==> config.mk <==
export PLATFORM = sky130hd
export DESIGN_NAME = cdma_spread_ctrl
export DESIGN_NICKNAME = d
export VERILOG_FILES = /design/src/rtl/cdma_pkg.sv /design/src/rtl/gold_gen.sv /design/src/rtl/cdma_spread_ctrl.sv
export SDC_FILE = /design/constraint.sdc
export NUM_CORES = 1
export LEC_CHECK = 0
export BUFFER_PORTS_ARGS = -buffer_cell sky130_fd_sc_hd__clkbuf_2
export CAP_MARGIN = 10
export CORE_ASPECT_RATIO = 1.1
export CORE_UTILIZATION = 31
export CTS_CLUSTER_SIZE = 16
export DETAILED_ROUTE_END_ITERATION = 10
export PLACE_DENSITY = 0.44
export SETUP_SLACK_MARGIN = 0.4
export SKIP_CTS_REPAIR_TIMING = 1
export SLEW_MARGIN = 25
export SYNTH_ARGS = -nofsm -noshare
export SYNTH_HDL_FRONTEND = slang
export SYNTH_SLANG_ARGS = --single-unit
==> constraint.sdc <==
create_clock -name clk_i -period 5.1 [get_ports clk_i]
set_input_delay 0.255 -clock clk_i [delete_from_list [all_inputs] [get_ports clk_i]]
set_output_delay 0.255 -clock clk_i [all_outputs]
set_load 0.02 [all_outputs]
==> src/rtl/cdma_pkg.sv <==
`default_nettype none
// ============================================================================
// Module   : cdma_pkg
// Brief    : Shared LFSR constants, tap masks and FSM state type for the
//            gold-code CDMA spreading controller.
// Revision : 1.0 - initial release
// ============================================================================
package cdma_pkg;

    localparam int LFSR_W = 5;

    // Feedback is the parity of the tapped bits; bit 0 receives it.
    localparam logic [LFSR_W-1:0] TAP_A = 5'b11110;
    localparam logic [LFSR_W-1:0] TAP_B = 5'b10010;

    typedef enum logic [1:0] {
        ST_IDLE   = 2'd0,
        ST_LOAD   = 2'd1,
        ST_SPREAD = 2'd2,
        ST_DONE   = 2'd3
    } state_t;

    function automatic logic [LFSR_W-1:0] lfsr_step(
        input logic [LFSR_W-1:0] state,
        input logic [LFSR_W-1:0] taps
    );
        return {state[LFSR_W-2:0], ^(state & taps)};
    endfunction

endpackage
`default_nettype wire

==> src/rtl/gold_gen.sv <==
`default_nettype none
// ============================================================================
// Module   : gold_gen
// Brief    : Pair of 5-bit LFSRs with shared load/advance, gold = A[4]^B[4].
// Revision : 1.0 - initial release
// ============================================================================
module gold_gen
    import cdma_pkg::*;
(
    input  logic              clk_i,
    input  logic              rst_i,
    input  logic              load,
    input  logic              advance,
    input  logic [LFSR_W-1:0] seed,
    output logic              gold
);

    logic [LFSR_W-1:0] r_lfsr_a;
    logic [LFSR_W-1:0] r_lfsr_b;

    always_ff @(posedge clk_i or posedge rst_i) begin
        if (rst_i) begin
            r_lfsr_a <= '0;
            r_lfsr_b <= '0;
        end else if (load) begin
            r_lfsr_a <= seed;
            r_lfsr_b <= seed;
        end else if (advance) begin
            r_lfsr_a <= lfsr_step(r_lfsr_a, TAP_A);
            r_lfsr_b <= lfsr_step(r_lfsr_b, TAP_B);
        end
    end

    assign gold = r_lfsr_a[LFSR_W-1] ^ r_lfsr_b[LFSR_W-1];

endmodule
`default_nettype wire

==> src/rtl/cdma_spread_ctrl.sv <==
`default_nettype none
// ============================================================================
// Module   : cdma_spread_ctrl
// Brief    : Frame-level CDMA transmit controller: fetches payload bits and
//            spreads each over CHIPS_PER_BIT gold-code chips at clk/CHIP_DIV.
// Revision : 1.0 - initial release
// ============================================================================
module cdma_spread_ctrl
    import cdma_pkg::*;
#(
    parameter int                CHIPS_PER_BIT = 31,
    parameter int                FRAME_BITS    = 8,
    parameter int                CHIP_DIV      = 4,
    parameter logic [LFSR_W-1:0] SEED_RST      = 5'b11111
) (
    input  logic              clk_i,
    input  logic              rst_i,
    input  logic [LFSR_W-1:0] seed_i,
    input  logic              seed_we_i,
    input  logic              start_i,
    input  logic              bit_i,
    input  logic              bit_valid_i,
    output logic              bit_ready_o,
    output logic              chip_o,
    output logic              chip_valid_o,
    output logic              chip_stb_o,
    output logic              busy_o,
    output logic              frame_done_o,
    output logic              seed_err_o,
    output logic              underrun_o
);

    localparam int DIV_W  = (CHIP_DIV > 1)   ? $clog2(CHIP_DIV)   : 1;
    localparam int CHIP_W = $clog2(CHIPS_PER_BIT);
    localparam int BIT_W  = (FRAME_BITS > 1) ? $clog2(FRAME_BITS) : 1;

    localparam logic [DIV_W-1:0]  DIV_LAST  = DIV_W'(CHIP_DIV - 1);
    localparam logic [CHIP_W-1:0] CHIP_LAST = CHIP_W'(CHIPS_PER_BIT - 1);
    localparam logic [BIT_W-1:0]  BIT_LAST  = BIT_W'(FRAME_BITS - 1);

    state_t             r_state;
    state_t             w_state_nxt;
    logic [LFSR_W-1:0]  r_seed;
    logic [DIV_W-1:0]   r_div;
    logic [CHIP_W-1:0]  r_chip;
    logic [BIT_W-1:0]   r_bit;
    logic               r_cur_bit;
    logic               r_underrun;

    logic [LFSR_W-1:0]  w_eff_seed;
    logic               w_seed_zero;
    logic               w_spread;
    logic               w_div_last;
    logic               w_advance;
    logic               w_bit_end;
    logic               w_frame_end;
    logic               w_bit_ready;
    logic               w_gold;

    // A seed written in the same cycle as start_i is the one checked and used.
    assign w_eff_seed  = seed_we_i ? seed_i : r_seed;
    assign w_seed_zero = (w_eff_seed == '0);

    assign w_spread    = (r_state == ST_SPREAD);
    assign w_div_last  = (r_div == DIV_LAST);
    assign w_advance   = w_spread && w_div_last;
    assign w_bit_end   = w_advance && (r_chip == CHIP_LAST);
    assign w_frame_end = w_bit_end && (r_bit == BIT_LAST);

    // ------------------------------------------------------------------
    // FSM: state register
    // ------------------------------------------------------------------
    always_ff @(posedge clk_i or posedge rst_i) begin
        if (rst_i) begin
            r_state <= ST_IDLE;
        end else begin
            r_state <= w_state_nxt;
        end
    end

    // ------------------------------------------------------------------
    // FSM: next state
    // ------------------------------------------------------------------
    always_comb begin
        w_state_nxt = r_state;
        case (r_state)
            ST_IDLE:   if (start_i && !w_seed_zero) w_state_nxt = ST_LOAD;
            ST_LOAD:   w_state_nxt = ST_SPREAD;
            ST_SPREAD: if (w_frame_end) w_state_nxt = ST_DONE;
            ST_DONE:   w_state_nxt = ST_IDLE;
            default:   w_state_nxt = ST_IDLE;
        endcase
    end

    // ------------------------------------------------------------------
    // FSM: outputs
    // ------------------------------------------------------------------
    always_comb begin
        busy_o       = 1'b0;
        w_bit_ready  = 1'b0;
        chip_valid_o = 1'b0;
        chip_stb_o   = 1'b0;
        chip_o       = 1'b0;
        frame_done_o = 1'b0;
        seed_err_o   = 1'b0;
        case (r_state)
            ST_IDLE: begin
                seed_err_o = start_i && w_seed_zero;
            end
            ST_LOAD: begin
                busy_o      = 1'b1;
                w_bit_ready = 1'b1;
            end
            ST_SPREAD: begin
                busy_o       = 1'b1;
                chip_valid_o = 1'b1;
                chip_stb_o   = (r_div == '0);
                chip_o       = r_cur_bit ^ w_gold;
                // The final bit of the frame has no successor to fetch.
                w_bit_ready  = w_bit_end && (r_bit != BIT_LAST);
            end
            ST_DONE: begin
                busy_o       = 1'b1;
                frame_done_o = 1'b1;
            end
            default: ;
        endcase
    end

    assign bit_ready_o = w_bit_ready;
    assign underrun_o  = r_underrun;

    always_ff @(posedge clk_i or posedge rst_i) begin
        if (rst_i) begin
            r_seed <= SEED_RST;
        end else if (seed_we_i) begin
            r_seed <= seed_i;
        end
    end

    always_ff @(posedge clk_i or posedge rst_i) begin
        if (rst_i) begin
            r_div  <= '0;
            r_chip <= '0;
            r_bit  <= '0;
        end else if (r_state == ST_LOAD) begin
            r_div  <= '0;
            r_chip <= '0;
            r_bit  <= '0;
        end else if (w_spread) begin
            r_div <= w_div_last ? '0 : r_div + 1'b1;
            if (w_advance) begin
                r_chip <= (r_chip == CHIP_LAST) ? '0 : r_chip + 1'b1;
            end
            if (w_bit_end && (r_bit != BIT_LAST)) begin
                r_bit <= r_bit + 1'b1;
            end
        end
    end

    // A missing bit is spread as zero; timing never stalls.
    always_ff @(posedge clk_i or posedge rst_i) begin
        if (rst_i) begin
            r_cur_bit  <= 1'b0;
            r_underrun <= 1'b0;
        end else if (w_bit_ready) begin
            r_cur_bit <= bit_valid_i & bit_i;
            if (!bit_valid_i) begin
                r_underrun <= 1'b1;
            end
        end
    end

    gold_gen u_gold_gen (
        .clk_i   (clk_i),
        .rst_i   (rst_i),
        .load    (r_state == ST_LOAD),
        .advance (w_advance),
        .seed    (r_seed),
        .gold    (w_gold)
    );

endmodule
`default_nettype wire

==> key figures, run 1 <==
Yosys
  – Area contributors post-synth: dfrtp_1 39%, dfstp_2 8.5%, ha_1 8.1%, mux2i_1 7.2%, o21ai_0 3.9%
  – Syn_nets: between 150 and 200
  – Yosys cell types: 37
  – Post-Syn Area per Cell: 10.5 sq um
  – Yosys top cell area share: 39.1%
  – Seq cells post-synth: 29
  – Cells after synthesis: about 150
  – Yosys warns: 0
  – Synth area leader: dfrtp_1
  – Post-synthesis sequential area ratio: a little under half
  – Post-Synthesis Cell Area: 0.00154 sq mm

Power and ir drop
  – Clock power share: 31.3%
  – Pint: 0.475 mW
  – Leakage: 0.807 nW
  – P per Cell Area: 372 mW/mm^2
  – Switching part of the total power: 28.4%
  – Psw: 0.188 mW
  – Worst VDD drop: ~0.17 mV
  – Combinational power share: between 20% and 30%
  – Seq pwr share: 47.5%

Setup path
  – Crit path capture type: output pin
  – Max Fanout on Critical Path: 9
  – Worst Path Required: 4.85 ns
  – Setup crit start kind: flop
  – Largest stage delay on the critical path: 0.41 ns
  – FF-to-FF setup slack: 3.10 ns
  – Crit path max-delay cell type: o21ai_0
  – WS Path Type: flop to output pin
  – Critical Path AT: between 2 and 2.5 ns
  – CP most frequent cell: inv_1
  – Crit-path cells: inv_1 -> ha_1 -> nand2_1 -> nor3_1 -> o21ai_0 -> inv_1 -> clkbuf_2

Timing
  – Final Max Slew Viols: 0
  – Setup Skew: 0.00585 ns
  – Final setup fails: 0
  – Final Hold Fails: 0
  – Max-slew headroom: a little over three fifths
  – Setup TNS: 0 ns
  – Tcrit/Tclk final: a little under half
  – Final min period: approximately 2.3 ns
  – Highest achievable clock rate: 429 MHz
  – RSZ-0062 raised after global routing: no
  – Slew of the pin with the lowest slew margin: 0.553 ns

Floorplan
  – Die W: between 60 and 70 um
  – Die ar.: 0.00525 sq mm
  – Core area: 0.00472 sq mm
  – Initial Util: approximately a third
  – Row cnt: 26
  – Chip height: around 76 um
  – Top-level I/O count: 19

Job
  – # Max-Cap Violations: 0

Global routing
  – Initial antenna violation count: 0
  – First-pass GRT wire length: 4.94 mm
  – GRT Overall Usage: 12.3%
  – Number of global-route vias before repair: between 1000 and 1500
  – Pin count of the biggest net entering global routing: 30
  – Gr ovfl total: 0

Min path
  – Worst hold path type: primary input to asynchronous set/reset pin

Final layout
  – Layout cells sized above 1: around 23%
  – Final net count: around 190
  – Most common cell after layout, fill and taps aside: dfrtp_1
  – Most frequent cells in the layout: 24 x dfrtp_1, 18 x clkbuf_2, 12 x o21ai_0, 12 x inv_1, 11 x mux2i_1
  – Antenna diodes: 0
  – Synth-to-Final Area Change: 15.9%
  – Final Instance Count excl. Fillers: 224

Detailed routing
  – Via density: ~4.9
  – DR DRC count: 0
  – DR WL/cell: 13.5 um
  – DRT iter0 DRCs: 22
  – DR pass1 iterations: 4
  – Drt total wl: 3.03 mm
  – Overall via count from detail_route: 1105
  – Post-route ant nets: 0

Placement
  – I/O Buffers: 18
  – Routability cong.: 0.774
  – Cells after DPL: 216
  – Post-DP HPWL: 2.31 mm

CTS
  – Clock sink count: 29
  – Max Root-Sink Buffers: 2
  – CTS Buf Count: 5
  – Worst-skew pair later-pin latency: 0.28 ns
  – Clock Tree Root: clkbuf_8
  – H-Tree Depth: 2
  – TritonCTS clock tree: yes
  – Worst-path clk slew: 0.07 ns

Run status
  – Status: finished clean
==> Yosys cell counts <==
library cell	instances
dfrtp_1	24
inv_1	12
o21ai_0	12
mux2i_1	11
a21oi_1	10
ha_1	10
nand2_1	8
nor2_1	7
dfstp_2	5
xnor2_1	5
mux2_2	4
and2_1	3
clkbuf_1	3
nand3_1	3
a32o_1	2
mux2_1	2
nand4_1	2
nor3_1	2
o22ai_1	2
or2_2	2
a22oi_1	1
a41o_1	1
buf_2	1
buf_4	1
nand2b_1	1
nor2b_1	1
nor3b_1	1
nor4b_1	1
o21ai_1	1
o21bai_1	1
o221ai_2	1
o22a_1	1
o31ai_1	1
or3_1	1
or4_1	1
or4b_1	1
xor2_1	1
==> final cells by class <==
class	count	area, sq um
clock buffer	7	96.3
fill	468	2930
timing repair buffer	19	97.6
tap	56	70.1
multi-input combinational	100	737
clock inverter	1	5.00
sequential	29	732
inverter	12	45.0
==> state kept, by name, summed over array words and instances, names as in the netlist <==
name and count:
u_gold_gen.r_lfsr_b 5, r_chip 5, r_bit 3, r_cur_bit 1, u_gold_gen.r_lfsr_a 5, r_div 2, r_seed 5, r_state 2
underrun_o 1
==> routing by layer <==
layer	share of wire (%)	global-route usage, %
met5	0	0
met4	1.5	4.76
met3	2.2	3.57
met2	52	23.3
met1	45	13.3
==> cells by family after synthesis <==
kind of cell / Yosys count / synth area share, %
fa+ha+maj: 10 / 8.14
compound gates: 33 / 13.3
flops: 29 / 47.6
mux: 17 / 11.6
simple gates: 34 / 11.6
xor+xnor: 6 / 3.42
buf+inv: 17 / 4.47
==> through the flow <==
stage / worst slack, ns / area [sq um] / power (mW) / utilization [%] / hold slack (ns)
after floorplan: 3.23 / 1540 / 0.421 / - / 0.329
after global placement: 3.17 / 1680 / 0.463 / 35.6 / 0.331
after detailed placement: 3.04 / 1680 / 0.464 / 35.6 / 0.328
after CTS: 2.73 / 1780 / 0.674 / 37.8 / 0.0262
after global routing: 2.58 / 1780 / 0.705 / 37.8 / 0.0568
final: 2.77 / 1780 / 0.663 / 37.8 / 0.0176
==> power by group through the flow <==
stage	sequential (mW)	clock (mW)	combinational [mW]
after floorplan	0.309	0	0.113
after global placement	0.319	0	0.145
after detailed placement	0.319	0	0.145
after CTS	0.315	0.214	0.145
after global routing	0.320	0.224	0.161
final	0.315	0.207	0.141
==> path summary, 6_finish.rpt <==
kind,start,to,cells past startpoint
min in group clk_i,bit_valid_i,underrun_o,2
setup / recovery,r_state[0],bit_ready_o,7
max in group asynchronous,rst_i,r_seed[4],3
setup reg to reg,r_state[0],r_bit[0],6
hold reg to reg,underrun_o,underrun_o,1
hold / removal,rst_i,r_chip[3],3
==> critical path: cells and delay by family (launching register included) <==
family,cells,cell delay (ns)
flip-flops,1,0.38
AO/OA/AOI/OAI,1,0.41
adder cells (fa/ha/maj),1,0.27
buffers and inverters,3,0.33
AND/OR/NAND/NOR,2,0.41
No activity file was read; power rests on OpenSTA's default activity.
==> inputs of run 2 (changes only) <==
--- a/config.mk
+++ b/config.mk
@@ -11,7 +11,7 @@
 export CORE_UTILIZATION = 31
 export CTS_CLUSTER_SIZE = 16
 export DETAILED_ROUTE_END_ITERATION = 10
-export PLACE_DENSITY = 0.44
+export PLACE_DENSITY = 0.46
 export SETUP_SLACK_MARGIN = 0.4
 export SKIP_CTS_REPAIR_TIMING = 1
 export SLEW_MARGIN = 25
==> constraint.sdc (replaced) <==
create_clock -name clk_i -period 2 [get_ports clk_i]
set_input_delay 0.1 -clock clk_i [delete_from_list [all_inputs] [get_ports clk_i]]
set_output_delay 0.1 -clock clk_i [all_outputs]
set_load 0.02 [all_outputs]
==> run 2 against run 1 <==
Compared with the run above:
- critical path depth down 3
- die area unchanged
- hold slack worse by 0.0020 ns
- highest routed layer unchanged
- core utilization up 5.4 points
- clock power up 140%
- combinational power rose to 2.7 times the previous value
- critical path type unchanged
- final cell count up 8.9%
- wire length up 8.0%
- register-to-register slack worse by 2.8 ns
- sequential share of layout area down 5.0 points
==> key figures, run 2 (synthesis results as in run 1) <==
Run status
  – Status: finished clean

CTS
  – TritonCTS clock tree: yes
  – Worst-path clk slew: about 0.07 ns
  – Max Root-Sink Buffers: 2
  – H-Tree Depth: 2
  – Worst-skew pair later-pin latency: 0.27 ns
  – Clock sink count: 29
  – CTS Buf Count: 5
  – Clock Tree Root: clkbuf_8

Final layout
  – Post-layout util: a little over two fifths
  – Layout cells sized above 1: between 30% and 40%
  – Fillers: 472
  – Most common cell after layout, fill and taps aside: dfrtp_1
  – Finished Cell Area: 0.00204 sq mm
  – Synth-to-Final Area Change: 32.5%
  – Antenna diodes: 0
  – Final net count: between 200 and 250
  – Most frequent cells in the layout: 22 x dfrtp_1, 20 x buf_4, 16 x clkbuf_2

Global routing
  – Initial antenna violation count: 0
  – Gr ovfl total: 0
  – Number of global-route vias before repair: 1162
  – Pin count of the biggest net entering global routing: 30
  – First-pass GRT wire length: ~5.4 mm
  – GRT Overall Usage: 13.5%

Timing
  – Tcrit/Tclk final: 90.0%
  – Final setup fails: 0
  – Max-slew headroom: 74.5%
  – Highest achievable clock rate: 555 MHz
  – RSZ-0062 raised after global routing: yes
  – Final min period: between 1.5 and 2 ns
  – Slew of the pin with the lowest slew margin: between 0.3 and 0.4 ns
  – Setup Skew: 0.00954 ns
  – Final Hold Fails: 0
  – Final Max Slew Viols: 0

Power and ir drop
  – Switching part of the total power: 28.6%
  – Combinational power share: 22.7%
  – Worst VDD drop: 0.392 mV
  – Pint: 1.20 mW
  – Leakage: 0.903 nW
  – Seq pwr share: 48.1%
  – Psw: between 0.4 and 0.5 mW
  – Pwr Total: 1.68 mW
  – Clock power share: around 29%
  – P per Cell Area: 822 mW/mm^2

Min path
  – Hold Startpoint: bit_valid_i
  – Worst hold path type: primary input to flop
  – Hold path depth: 2
  – Worst Hold End: underrun_o

Setup path
  – FF-to-FF setup slack: 0.26 ns
  – RR Endpoint: r_state[1]
  – Max Fanout on Critical Path: 3
  – Critical Path AT: 1.70 ns
  – Crit path capture type: output pin
  – WS Path Type: flop to output pin
  – Reg2reg path depth: 4
  – Worst Path Required: ~1.9 ns
  – Worst r2r src: r_seed[1]
  – Setup crit start kind: flop

Detailed routing
  – Via density: approximately 4.9
  – DR WL/cell: 13.4 um
  – Post-route ant nets: 0
  – DRT iter0 DRCs: 43
  – Overall via count from detail_route: 1195
  – Drt total wl: 3.27 mm
  – DR DRC count: 0
  – DR pass1 iterations: 4

Placement
  – Post-DP HPWL: 2.36 mm
  – I/O Buffers: 18
  – Routability cong.: 0.716
  – Post-DP Area: 0.00174 sq mm

Floorplan
  – Core area: between 0.004 and 0.005 sq mm
  – Chip height: 75.9 um
  – Top-level I/O count: 19
  – Die ar.: roughly 0.0052 sq mm
  – Die W: 69.2 um
  – Row cnt: 26
  – Initial Util: between 30 and 40%

Job
  – # Max-Cap Violations: 0
==> run 2: changes by cell type in the layout (fill, tap and decap cells not counted), sizes merged <==
| cell | before | now |
|---|---|---|
| clkinv | 1 | 0 |
| clkbuf | 25 | 24 |
| buf | 1 | 21 |
| inv | 12 | 11 |
| clkinvlp | 0 | 2 |
| dlygate4sd3 | 0 | 1 |
==> run 2: worst max-delay path by stage <==
stage	slack, ns	start	endpoint	cells past startpoint
3_5_place_dp	0.17	r_chip[0]	r_state[1]	6
4_1_cts	-0.03	r_chip[0]	bit_ready_o	7
5_1_grt	0.13	r_seed[1]	seed_err_o	4
3_3_place_gp	0.19	r_chip[0]	r_state[1]	6
6_report	0.20	r_seed[1]	seed_err_o	4
2_1_floorplan	0.35	r_seed[2]	r_state[1]	4
==> run 2: final cells by class <==
cell class | instances | area [sq um] | area share [%]
Multi-Input combinational cell | 100 | 838 | 41.1
Timing Repair inverter | 1 | 5.00 | 0.246
Timing Repair Buffer | 38 | 251 | 12.3
Inverter | 12 | 48.8 | 2.39
Tap cell | 56 | 70.1 | 3.44
Sequential cell | 29 | 734 | 36.0
Clock buffer | 8 | 90.1 | 4.42
==> run 2: layer usage <==
metal | vias to the layer above | share of wire, % | GRT usage, %
met5 | - | 0 | 0
met4 | 0 | 0.76 | 5.67
met3 | 2 | 3.1 | 4.23
met2 | 21 | 51 | 23.8
met1 | 577 | 45 | 15.5
li1 | 595 | - | -
==> run 2: worst max-delay path: stages, from the launching register on <==
cell and delay [ns]:
dfstp_2 0.37, or4_1 0.50, o22a_1 0.24, nor3b_2 0.16
buf_4 0.16
==> run 2: power by group through the flow <==
stage                     logic, mW  registers [mW]  clock network (mW)
final                         0.381           0.806               0.488
after global routing          0.424           0.822               0.537
after CTS                     0.376           0.806               0.501
after detailed placement      0.372           0.816                   0
after global placement        0.374           0.812                   0
after floorplan               0.288           0.787                   0
==> run 2: through the flow <==
| stage | setup slack (ns) | std cells | TNS [ns] | hold slack [ns] |
|---|---|---|---|---|
| 5_1_grt | 0.131 | 244 | 0 | 0.0187 |
| 4_1_cts | -0.0342 | 228 | -0.0342 | -0.123 |
| 3_5_place_dp | 0.175 | 220 | 0 | 0.176 |
| 2_1_floorplan | 0.348 | 146 | 0 | 0.174 |
| 6_report | 0.200 | 244 | 0 | 0.0156 |
| 3_3_place_gp | 0.189 | 220 | 0 | 0.176 |
